**src/rtl/complex_mult_pipe_pkg.sv**
```systemverilog
// Shared types and helpers for the complex-sample datapaths.
package complex_mult_pipe_pkg;

   localparam logic CONJ_EN = 1'b1;
   localparam int   MAX_W   = 64;

   typedef struct packed {
      logic signed [15:0] re;
      logic signed [15:0] im;
   } sample_t_int;

   // Width-agnostic scalar round/shift/saturate for callers whose widths fit in MAX_W.
   function automatic logic signed [MAX_W-1:0] sat_round(
      input  logic signed [MAX_W-1:0] x,
      input  int                      shift,
      input  logic                    rnd,
      input  int                      z_w,
      output logic                    ovf
   );
      logic signed [MAX_W-1:0] t;
      logic signed [MAX_W-1:0] hi;
      logic signed [MAX_W-1:0] lo;
      t = x;
      if (rnd && shift > 0) t = t + (MAX_W'(1) << (shift - 1));
      t   = t >>> shift;
      hi  = (MAX_W'(1) << (z_w - 1)) - MAX_W'(1);
      lo  = -hi - MAX_W'(1);
      ovf = 1'b0;
      if (t > hi) begin
         t   = hi;
         ovf = 1'b1;
      end else if (t < lo) begin
         t   = lo;
         ovf = 1'b1;
      end
      return t;
   endfunction

endpackage

```
**src/rtl/complex_mult_pipe_round_sat.sv**
```systemverilog
// Combinational round, arithmetic right shift and saturate of one signed value.
module complex_mult_pipe_round_sat
   import complex_mult_pipe_pkg::*;
#(
   parameter int IN_W  = 33,
   parameter int Z_W   = 16,
   parameter int SHIFT = 15,
   parameter int ROUND = 1
) (
   input  logic signed [IN_W-1:0] din,
   output logic signed [Z_W-1:0]  dout,
   output logic                   ovf
);

   // One guard bit so the rounding add can never wrap.
   localparam int T_W = IN_W + 1;
   localparam logic DO_RND = (ROUND != 0) && (SHIFT > 0);
   localparam logic signed [T_W-1:0] RND_ADD =
      DO_RND ? (T_W'(1) << ((SHIFT > 0) ? SHIFT - 1 : 0)) : '0;

   logic signed [T_W-1:0] ext;
   logic signed [T_W-1:0] t;

   always_comb begin
      ext = T_W'(din);
      t   = (ext + RND_ADD) >>> SHIFT;
   end

   generate
      if (Z_W < T_W) begin : g_sat
         localparam logic signed [T_W-1:0] ZMAX = (T_W'(1) <<< (Z_W - 1)) - T_W'(1);
         localparam logic signed [T_W-1:0] ZMIN = -ZMAX - T_W'(1);
         always_comb begin
            ovf  = 1'b0;
            dout = t[Z_W-1:0];
            if (t > ZMAX) begin
               dout = ZMAX[Z_W-1:0];
               ovf  = 1'b1;
            end else if (t < ZMIN) begin
               dout = ZMIN[Z_W-1:0];
               ovf  = 1'b1;
            end
         end
      end else begin : g_wide
         always_comb begin
            dout = Z_W'(t);
            ovf  = 1'b0;
         end
      end
   endgenerate

endmodule

```
**src/rtl/complex_mult_pipe.sv**
```systemverilog
// Flow-controlled complex multiplier z = a*b or a*conj(b), scaled, rounded and saturated.
module complex_mult_pipe
   import complex_mult_pipe_pkg::*;
#(
   parameter int A_W      = 16,
   parameter int B_W      = 16,
   parameter int Z_W      = 16,
   parameter int SHIFT    = 15,
   parameter int ROUND    = 1,
   parameter int PIPE_NUM = 4
) (
   input  logic                  clk,
   input  logic                  rst_n,
   input  logic                  s_valid,
   output logic                  s_ready,
   input  logic signed [A_W-1:0] s_a_re,
   input  logic signed [A_W-1:0] s_a_im,
   input  logic signed [B_W-1:0] s_b_re,
   input  logic signed [B_W-1:0] s_b_im,
   input  logic                  s_conj,
   input  logic                  s_last,
   output logic                  m_valid,
   input  logic                  m_ready,
   output logic signed [Z_W-1:0] m_z_re,
   output logic signed [Z_W-1:0] m_z_im,
   output logic                  m_last,
   output logic                  m_ovf
);

   localparam int M_W = A_W + B_W;
   localparam int P   = M_W + 1;
   localparam int D   = PIPE_NUM - 2;

   logic [PIPE_NUM-1:0] v;
   logic [PIPE_NUM-1:0] ld;

   logic signed [M_W-1:0] p_rr, p_ii, p_ri, p_ir;
   logic                  c0, l0;
   logic signed [P-1:0]   sum_re, sum_im;
   logic signed [P-1:0]   fin_re, fin_im;
   logic                  fin_last;
   logic signed [Z_W-1:0] rs_re, rs_im;
   logic                  ovf_re, ovf_im;

   // A stage may load when empty or when its content moves on; this ripples back from m_ready.
   always_comb begin
      logic go;
      go = m_ready;
      for (int i = PIPE_NUM - 1; i >= 0; i--) begin
         go    = !v[i] || go;
         ld[i] = go;
      end
   end

   assign s_ready = ld[0];
   assign m_valid = v[PIPE_NUM-1];

   always_ff @(posedge clk or negedge rst_n) begin
      if (!rst_n) begin
         v <= '0;
      end else begin
         if (ld[0]) v[0] <= s_valid;
         for (int i = 1; i < PIPE_NUM; i++) begin
            if (ld[i]) v[i] <= v[i-1];
         end
      end
   end

   always_ff @(posedge clk or negedge rst_n) begin
      if (!rst_n) begin
         p_rr <= '0;
         p_ii <= '0;
         p_ri <= '0;
         p_ir <= '0;
         c0   <= 1'b0;
         l0   <= 1'b0;
      end else if (ld[0] && s_valid) begin
         p_rr <= M_W'(s_a_re) * M_W'(s_b_re);
         p_ii <= M_W'(s_a_im) * M_W'(s_b_im);
         p_ri <= M_W'(s_a_re) * M_W'(s_b_im);
         p_ir <= M_W'(s_a_im) * M_W'(s_b_re);
         c0   <= s_conj;
         l0   <= s_last;
      end
   end

   always_comb begin
      if (c0 == CONJ_EN) begin
         sum_re = P'(p_rr) + P'(p_ii);
         sum_im = P'(p_ir) - P'(p_ri);
      end else begin
         sum_re = P'(p_rr) - P'(p_ii);
         sum_im = P'(p_ri) + P'(p_ir);
      end
   end

   // With only two stages the sums feed the output stage directly.
   generate
      if (D == 0) begin : g_nodly
         assign fin_re   = sum_re;
         assign fin_im   = sum_im;
         assign fin_last = l0;
      end else begin : g_dly
         logic signed [P-1:0] dre [D];
         logic signed [P-1:0] dim [D];
         logic [D-1:0]        dlast;

         always_ff @(posedge clk or negedge rst_n) begin
            if (!rst_n) begin
               for (int k = 0; k < D; k++) begin
                  dre[k] <= '0;
                  dim[k] <= '0;
               end
               dlast <= '0;
            end else begin
               if (ld[1] && v[0]) begin
                  dre[0]   <= sum_re;
                  dim[0]   <= sum_im;
                  dlast[0] <= l0;
               end
               for (int k = 1; k < D; k++) begin
                  if (ld[k+1] && v[k]) begin
                     dre[k]   <= dre[k-1];
                     dim[k]   <= dim[k-1];
                     dlast[k] <= dlast[k-1];
                  end
               end
            end
         end

         assign fin_re   = dre[D-1];
         assign fin_im   = dim[D-1];
         assign fin_last = dlast[D-1];
      end
   endgenerate

   complex_mult_pipe_round_sat #(
      .IN_W (P),
      .Z_W  (Z_W),
      .SHIFT(SHIFT),
      .ROUND(ROUND)
   ) u_rs_re (
      .din (fin_re),
      .dout(rs_re),
      .ovf (ovf_re)
   );

   complex_mult_pipe_round_sat #(
      .IN_W (P),
      .Z_W  (Z_W),
      .SHIFT(SHIFT),
      .ROUND(ROUND)
   ) u_rs_im (
      .din (fin_im),
      .dout(rs_im),
      .ovf (ovf_im)
   );

   always_ff @(posedge clk or negedge rst_n) begin
      if (!rst_n) begin
         m_z_re <= '0;
         m_z_im <= '0;
         m_last <= 1'b0;
         m_ovf  <= 1'b0;
      end else if (ld[PIPE_NUM-1] && v[PIPE_NUM-2]) begin
         m_z_re <= rs_re;
         m_z_im <= rs_im;
         m_last <= fin_last;
         m_ovf  <= ovf_re | ovf_im;
      end
   end

endmodule

```
**config.mk**
```make
export PLATFORM = sky130hd
export DESIGN_NAME = complex_mult_pipe
export DESIGN_NICKNAME = d
export VERILOG_FILES = /design/src/rtl/complex_mult_pipe_pkg.sv /design/src/rtl/complex_mult_pipe_round_sat.sv /design/src/rtl/complex_mult_pipe.sv
export SDC_FILE = /design/constraint.sdc
export NUM_CORES = 2
export LEC_CHECK = 0
export ABC_AREA = 1
export CAP_MARGIN = 10
export CORE_MARGIN = 3
export CORE_UTILIZATION = 35
export DETAILED_ROUTE_END_ITERATION = 6
export PLACE_DENSITY = 0.5
export RECOVER_POWER = 25
export SYNTH_ARGS = -nofsm -noshare
export SYNTH_HDL_FRONTEND = slang
export SYNTH_SLANG_ARGS = --single-unit
```
**constraint.sdc**
```tcl
create_clock -name clk -period 3.3 [get_ports clk]
set_input_delay 0.495 -clock clk [delete_from_list [all_inputs] [get_ports clk]]
set_output_delay 0.495 -clock clk [all_outputs]
set_load 0.005 [all_outputs]
```
# After elaboration in Yosys (flattened, before gate mapping)
# Cells that the tools add are included.
# op_classes
add_sub_neg,6
n_mul,4
div,0
n_lt_le_gt_ge,4
n_eq_ne,0
n_shift,0
n_mux,10
n_bitwise,1
reduce_logical,12
# op_table
cell,n
16-bit by 16-bit multiplier with 32-bit output,4
"33-bit by 16-bit adder with 34-bit output, second input constant",2
32-bit by 32-bit adder with 33-bit output,2
33-bit two-way mux,2
32-bit by 32-bit subtractor with 33-bit output,2
16-bit two-way mux,4
"19-bit by 16-bit greater-than comparator with 1-bit output, second input constant",2
"19-bit by 16-bit < comparator with 1-bit output, second input constant",2
1-bit logical AND,4
1-bit zero test,4
1-bit logical OR,4
1-bit two-way mux,4
1-bit bitwise OR,1
# word_totals
regBits,302
latch_bits,0
ram_bits,0
rom_bits,0
input_bits,70
output_inout_bits,36
elab_cells,57
memories,0

# Longest topological paths before layout
# logic_depth
depth_word,6
depth_mapped,27
ltp_nobuf,26

# By module
# Synthesis repeated with hierarchy kept, for this count alone.
# hier_totals
hier_cells,7934
area_unflattened_um2,60120.2
# modules_own_cells
module,n_inst,cells_each,area_each_um2,seq_area_each_um2
complex_mult_pipe,1,7678,58718.8,7557.2
complex_mult_pipe_round_sat,2,128,700.7,0.0

# Worst setup path before layout
# OpenSTA, ideal clock, no wires.
# synth_path
kind,input-to-reg
startpoint,input s_a_im[15]
endpoint,register p_ir[24]
setup_time_ns,0.117
arrival_time_ns,5.504
required_time_ns,3.183
path_slack_ns,-2.322
cell_stages,19
path_buffers,1
path_cell_list,clkbuf_1 -> nand2_1 -> inv_1 -> fa_1 -> fa_1 -> fa_1 -> fa_1 -> fa_1 -> inv_1 -> fa_1 -> inv_1 -> ha_1 -> a21oi_1 -> o21ai_0 -> a21oi_1 -> nand3_1 -> or2_2 -> nand3_1 -> nand2_1
# synth_via
elab_chain_len,1
# synth_lines
item,line_no,text
from (decl),complex_mult_pipe.sv:17,"input logic signed [A_W-1:0] s_a_im,"
16-bit by 16-bit multiplier with 32-bit output,complex_mult_pipe.sv:81,p_ir <= M_W'(s_a_im) * M_W'(s_b_re);
to (signal assigned),complex_mult_pipe.sv:81,
to (decl),complex_mult_pipe.sv:37,"logic signed [M_W-1:0] p_rr, p_ii, p_ri, p_ir;"
# No other way between the ends.
# A chain may end at the register's enable or synchronous reset.

# Worst setup path in the final report
# layout_path
startpoint,input s_a_re[13]
endpoint,register p_ri[21]
# layout_via
elab_chain_len,1
# layout_lines
item,line_no,text
from (decl),complex_mult_pipe.sv:16,"input logic signed [A_W-1:0] s_a_re,"
16-bit by 16-bit multiplier with 32-bit output,complex_mult_pipe.sv:80,p_ri <= M_W'(s_a_re) * M_W'(s_b_im);
to (signal assigned),complex_mult_pipe.sv:80,
to (decl),complex_mult_pipe.sv:37,
# No other way between the ends.

==> flow_metrics.py <==
metrics = {
    "run_status": {
        "status": "complete, but fails checks",
        "failed_checks": "capacitance limit, slew limit, setup timing",
    },
    "logic_synthesis": {
        "syn_area_sq_um": 57760,
        "seq_area_frac_synth_pct": 10.66,
        "synthSimpleGateAreaFrac_pct": 20.50,
        "synth_top_area_share_pct": 36.32,
        "ys.flop_type": "dfrtp_1",
        "synthTopCellsByArea": "fa_1, inv_1, nand2_1",
        "synthMuxAreaShare_pct": 0.1950,
        "synth_compound_area_share_pct": 6.022,
        "synth_area_leader_cell": "fa_1",
        "synth_xor_area_share_pct": 2.318,
        "synth_edf_count": 0,
        "synth_top_family_by_area": "adder cells",
        "synth-async-reset-ratio_pct": 100.0,
        "synth_fp_nets": 9236,
        "syn_avg_cell_area_sq_um": 7.478,
        "synth_adder_area_share_pct": 44.86,
        "synth_cells": 7724,
        "yosys_warnings": 0,
        "ys_ff_latch": 246,
        "ys_types": 48,
    },
    "global_route": {
        "antenna_found_initial": 6,
        "grt_use_total_pct": 26.12,
        "grt_max_degree": 137,
        "grt_pass1_vias": 55750,
        "grt_pass1_wl_mm": 335.6,
        "grt_overflow": 0,
    },
    "clock_network": {
        "cts_max_path_buffers": 3,
        "cts_max_level": 2,
        "cts.sinks": 246,
        "cts_root_buffer": "clkbuf_16",
        "clk-insertion-delay-late_ns": 0.58,
        "path_clk_slew_ns": 0.06,
        "cts_made_buffers": 34,
        "cts_tree": "done",
    },
    "hold_path": {
        "holdPathStages": 2,
        "worstHoldEndpoint": "g_dly.dim[49]$_DFFE_PN0P_",
        "hp-class": "flop to flop",
        "holdCritStartpoint": "g_dly.dim[49]$_DFFE_PN0P_",
    },
    "setup_path": {
        "crit_fanout": 6,
        "cp_slowest_cell": "fa_1",
        "crit_type": "input port to flop",
        "end_kind": "flop",
        "worstReg2RegStart": "p_ri[0]$_DFFE_PN0P_",
        "cpMostUsedCell": "fa_1",
        "max_stage_delay_ns": 0.53,
        "cp_cell_sequence": "buf_12 -> buf_12 -> buf_6 -> nand2_1 -> inv_1 -> fa_1 -> inv_1 -> fa_1 -> fa_1 -> inv_1 -> fa_1 -> fa_1 -> inv_2 -> fa_1 -> inv_2 -> ha_4 -> nand4_1 -> buf_4 -> nor2_4 -> nand4_1 -> nand3_2 -> xnor2_2 -> buf_4 -> o21ai_2",
        "r2r-end": "g_dly.dim[62]$_DFFE_PN0P_",
        "r2r_setup_slack_ns": -0.32,
        "worst_r2r_path_depth": 21,
        "critPathTopFamily": "adder cells",
        "path_buf_inv": 10,
        "cp.required_ns": 3.73,
        "crit_arrival_ns": 5.64,
        "critPathLaunchType": "input port",
    },
    "timing": {
        "worst_slack_ns": -1.910,
        "worst_pin_slew_ns": 2.675,
        "fmax_mhz": 192.0,
        "finalMaxSlewViolations": 43,
        "min_period_over_period_pct": 157.9,
        "setup_violations": 120,
        "finClkSkew_ns": 0.01748,
        "period_minus_slack_ns": 5.210,
        "rsz0062_at_grt": "yes",
        "hold_viol": 0,
        "relSlewSlack_pct": -78.31,
    },
    "floorplanning": {
        "rows": 148,
        "die_area_sq_um": 169900,
        "initial_core_util_pct": 35.36,
        "ios": 106,
        "die_width_um": 412.2,
        "die_h_um": 412.2,
        "core-area_sq_um": 163300,
    },
    "routing": {
        "drtAntennaViolNets": 0,
        "routed_wl_mm": 217.8,
        "wl_per_cell_um": 19.71,
        "drc": 0,
        "via_per_inst": 4.753,
        "num_vias": 52500,
        "dr.pass1.iters": 6,
        "drt_iter0_markers": 3119,
    },
    "run": {
        "maxCapViolCount": 1,
    },
    "placed_design": {
        "dp_slack_ns": -2.965,
        "place_hpwl_mm": 169.6,
        "gp_congestion": 0.9478,
        "io_buffers": 105,
    },
    "finish": {
        "layout-drive-gt1-share_pct": 28.84,
        "area_delta_synth_final_pct": 38.19,
        "layout.nets": 10350,
    },
}
-- state kept, by name, indices dropped and copies added, names as in the netlist, 16 cells and up --
signal	count
fin_im	19
fin_re	19
g_dly.dim	19
g_dly.dre	19
m_z_im	16
m_z_re	16
p_ii	32
p_ir	32
p_ri	32
p_rr	32
-- cells by family after synthesis --
| logic type | Yosys count |
|---|---|
| AO/OA/AOI/OAI | 619 |
| XOR/XNOR | 152 |
| adder cells (fa/ha/maj) | 1442 |
| buffers and inverters | 2351 |
| flip-flops | 246 |
| multiplexers | 10 |
| AND/OR/NAND/NOR | 2904 |
-- synthesized netlist by cell type (14+ instances only) --
cell and number:
buf_2 17, nand4_1 69, nor4_1 14, nor2_1 460
nor3_1 50, o21ai_0 260, xor2_1 83, nand3_1 263
dfrtp_1 246, a21oi_1 235, or2_2 31, o21bai_1 29
inv_1 2097, ha_1 394, clkbuf_1 215, nand3b_1 20
xnor2_1 68, nand2_1 1954, nand2_2 16, fa_1 1048
a31oi_1 23
-- worst max path at each step --
stage | from | endpoint | slack [ns] | cells past startpoint
6_report | s_a_re[13] | p_ri[21]$_DFFE_PN0P_ | -1.91 | 24
5_1_grt | s_a_re[15] | p_ri[31]$_DFFE_PN0P_ | -2.08 | 26
4_1_cts | s_b_im[10] | p_ri[30]$_DFFE_PN0P_ | -1.93 | 29
3_5_place_dp | s_b_re[6] | p_rr[26]$_DFFE_PN0P_ | -2.96 | 24
3_3_place_gp | s_b_re[6] | p_rr[25]$_DFFE_PN0P_ | -2.97 | 21
2_1_floorplan | s_a_im[15] | p_ii[31]$_DFFE_PN0P_ | -1.90 | 21
-- repair_timing --
item,in CTS,in global routing
pin swaps,435,288
endpoints found under the setup margin,123,149
resized for setup,913,386
hold buffers,1,0
hold endpoints to repair,40,0
gates cloned,41,0
buffers inserted,231,45
-- placed cells by master, fill, tap and decap left out, types with 25 or more instances in the layout --
master and instances:
a21oi_1 132, a21oi_2 72, a21oi_4 54, buf_12 162
buf_16 28, buf_4 908, buf_6 130, buf_8 25
clkbuf_16 34, clkdlybuf4s50_1 41, dfrtp_1 246, fa_1 951
fa_2 97, ha_1 273, ha_4 106, inv_1 1856
inv_2 230, nand2_1 1700, nand2_2 156, nand2_4 111
nand3_1 187, nand3_2 71, nand4_1 69, nor2_1 348
nor2_2 56, nor2_4 66, o21ai_0 163, o21ai_1 59
o21ai_2 32, xnor2_1 55, xor2_1 81
-- stage by stage --
stage	cells	TNS, ns	instance area [sq um]	util, %	hold WS, ns
floorplan	7724	-153.22	62020	-	0.1994
global placement	10680	-283.82	71600	43.84	0.4401
detailed placement	10680	-285.77	71600	43.84	0.4407
CTS	11010	-172.55	78530	48.08	0.4194
global route	11040	-222.55	79810	48.86	0.4944
finish	11050	-171.87	79820	48.87	0.4762
-- layout make-up --
class / count / area (sq um)
well taps: 2175 / 2721
repair inverters: 2 / 13.76
fillers: 15890 / 83510
multi-input cells: 5127 / 48140
clock buffers: 45 / 962.2
clock inverters: 16 / 245.2
inverters: 2104 / 7963
repair buffers: 1326 / 13610
flip-flops and latches: 246 / 6156
diodes: 5 / 12.51
-- per-layer routing --
| layer | vias to the layer above | routed length (um) | GRT usage, % | share of wire [%] |
|---|---|---|---|---|
| li1 | 24880 | - | - | - |
| met4 | 2 | 8696 | 8.143 | 4.0 |
| met3 | 322 | 9831 | 2.375 | 4.5 |
| met1 | 26020 | 95880 | 35.17 | 44 |
| met2 | 1275 | 103400 | 44.39 | 47 |
| met5 | - | 11 | 0 | 0.0051 |
-- tightest hold or removal path, stage by stage (launching register included) --
cell and delay [ns]:
dfrtp_1 0.34, nand2_1 0.05, o21ai_0 0.05
Power is not shown: default switching activity piles up to over one toggle a cycle in this logic, so the estimate is an artifact.
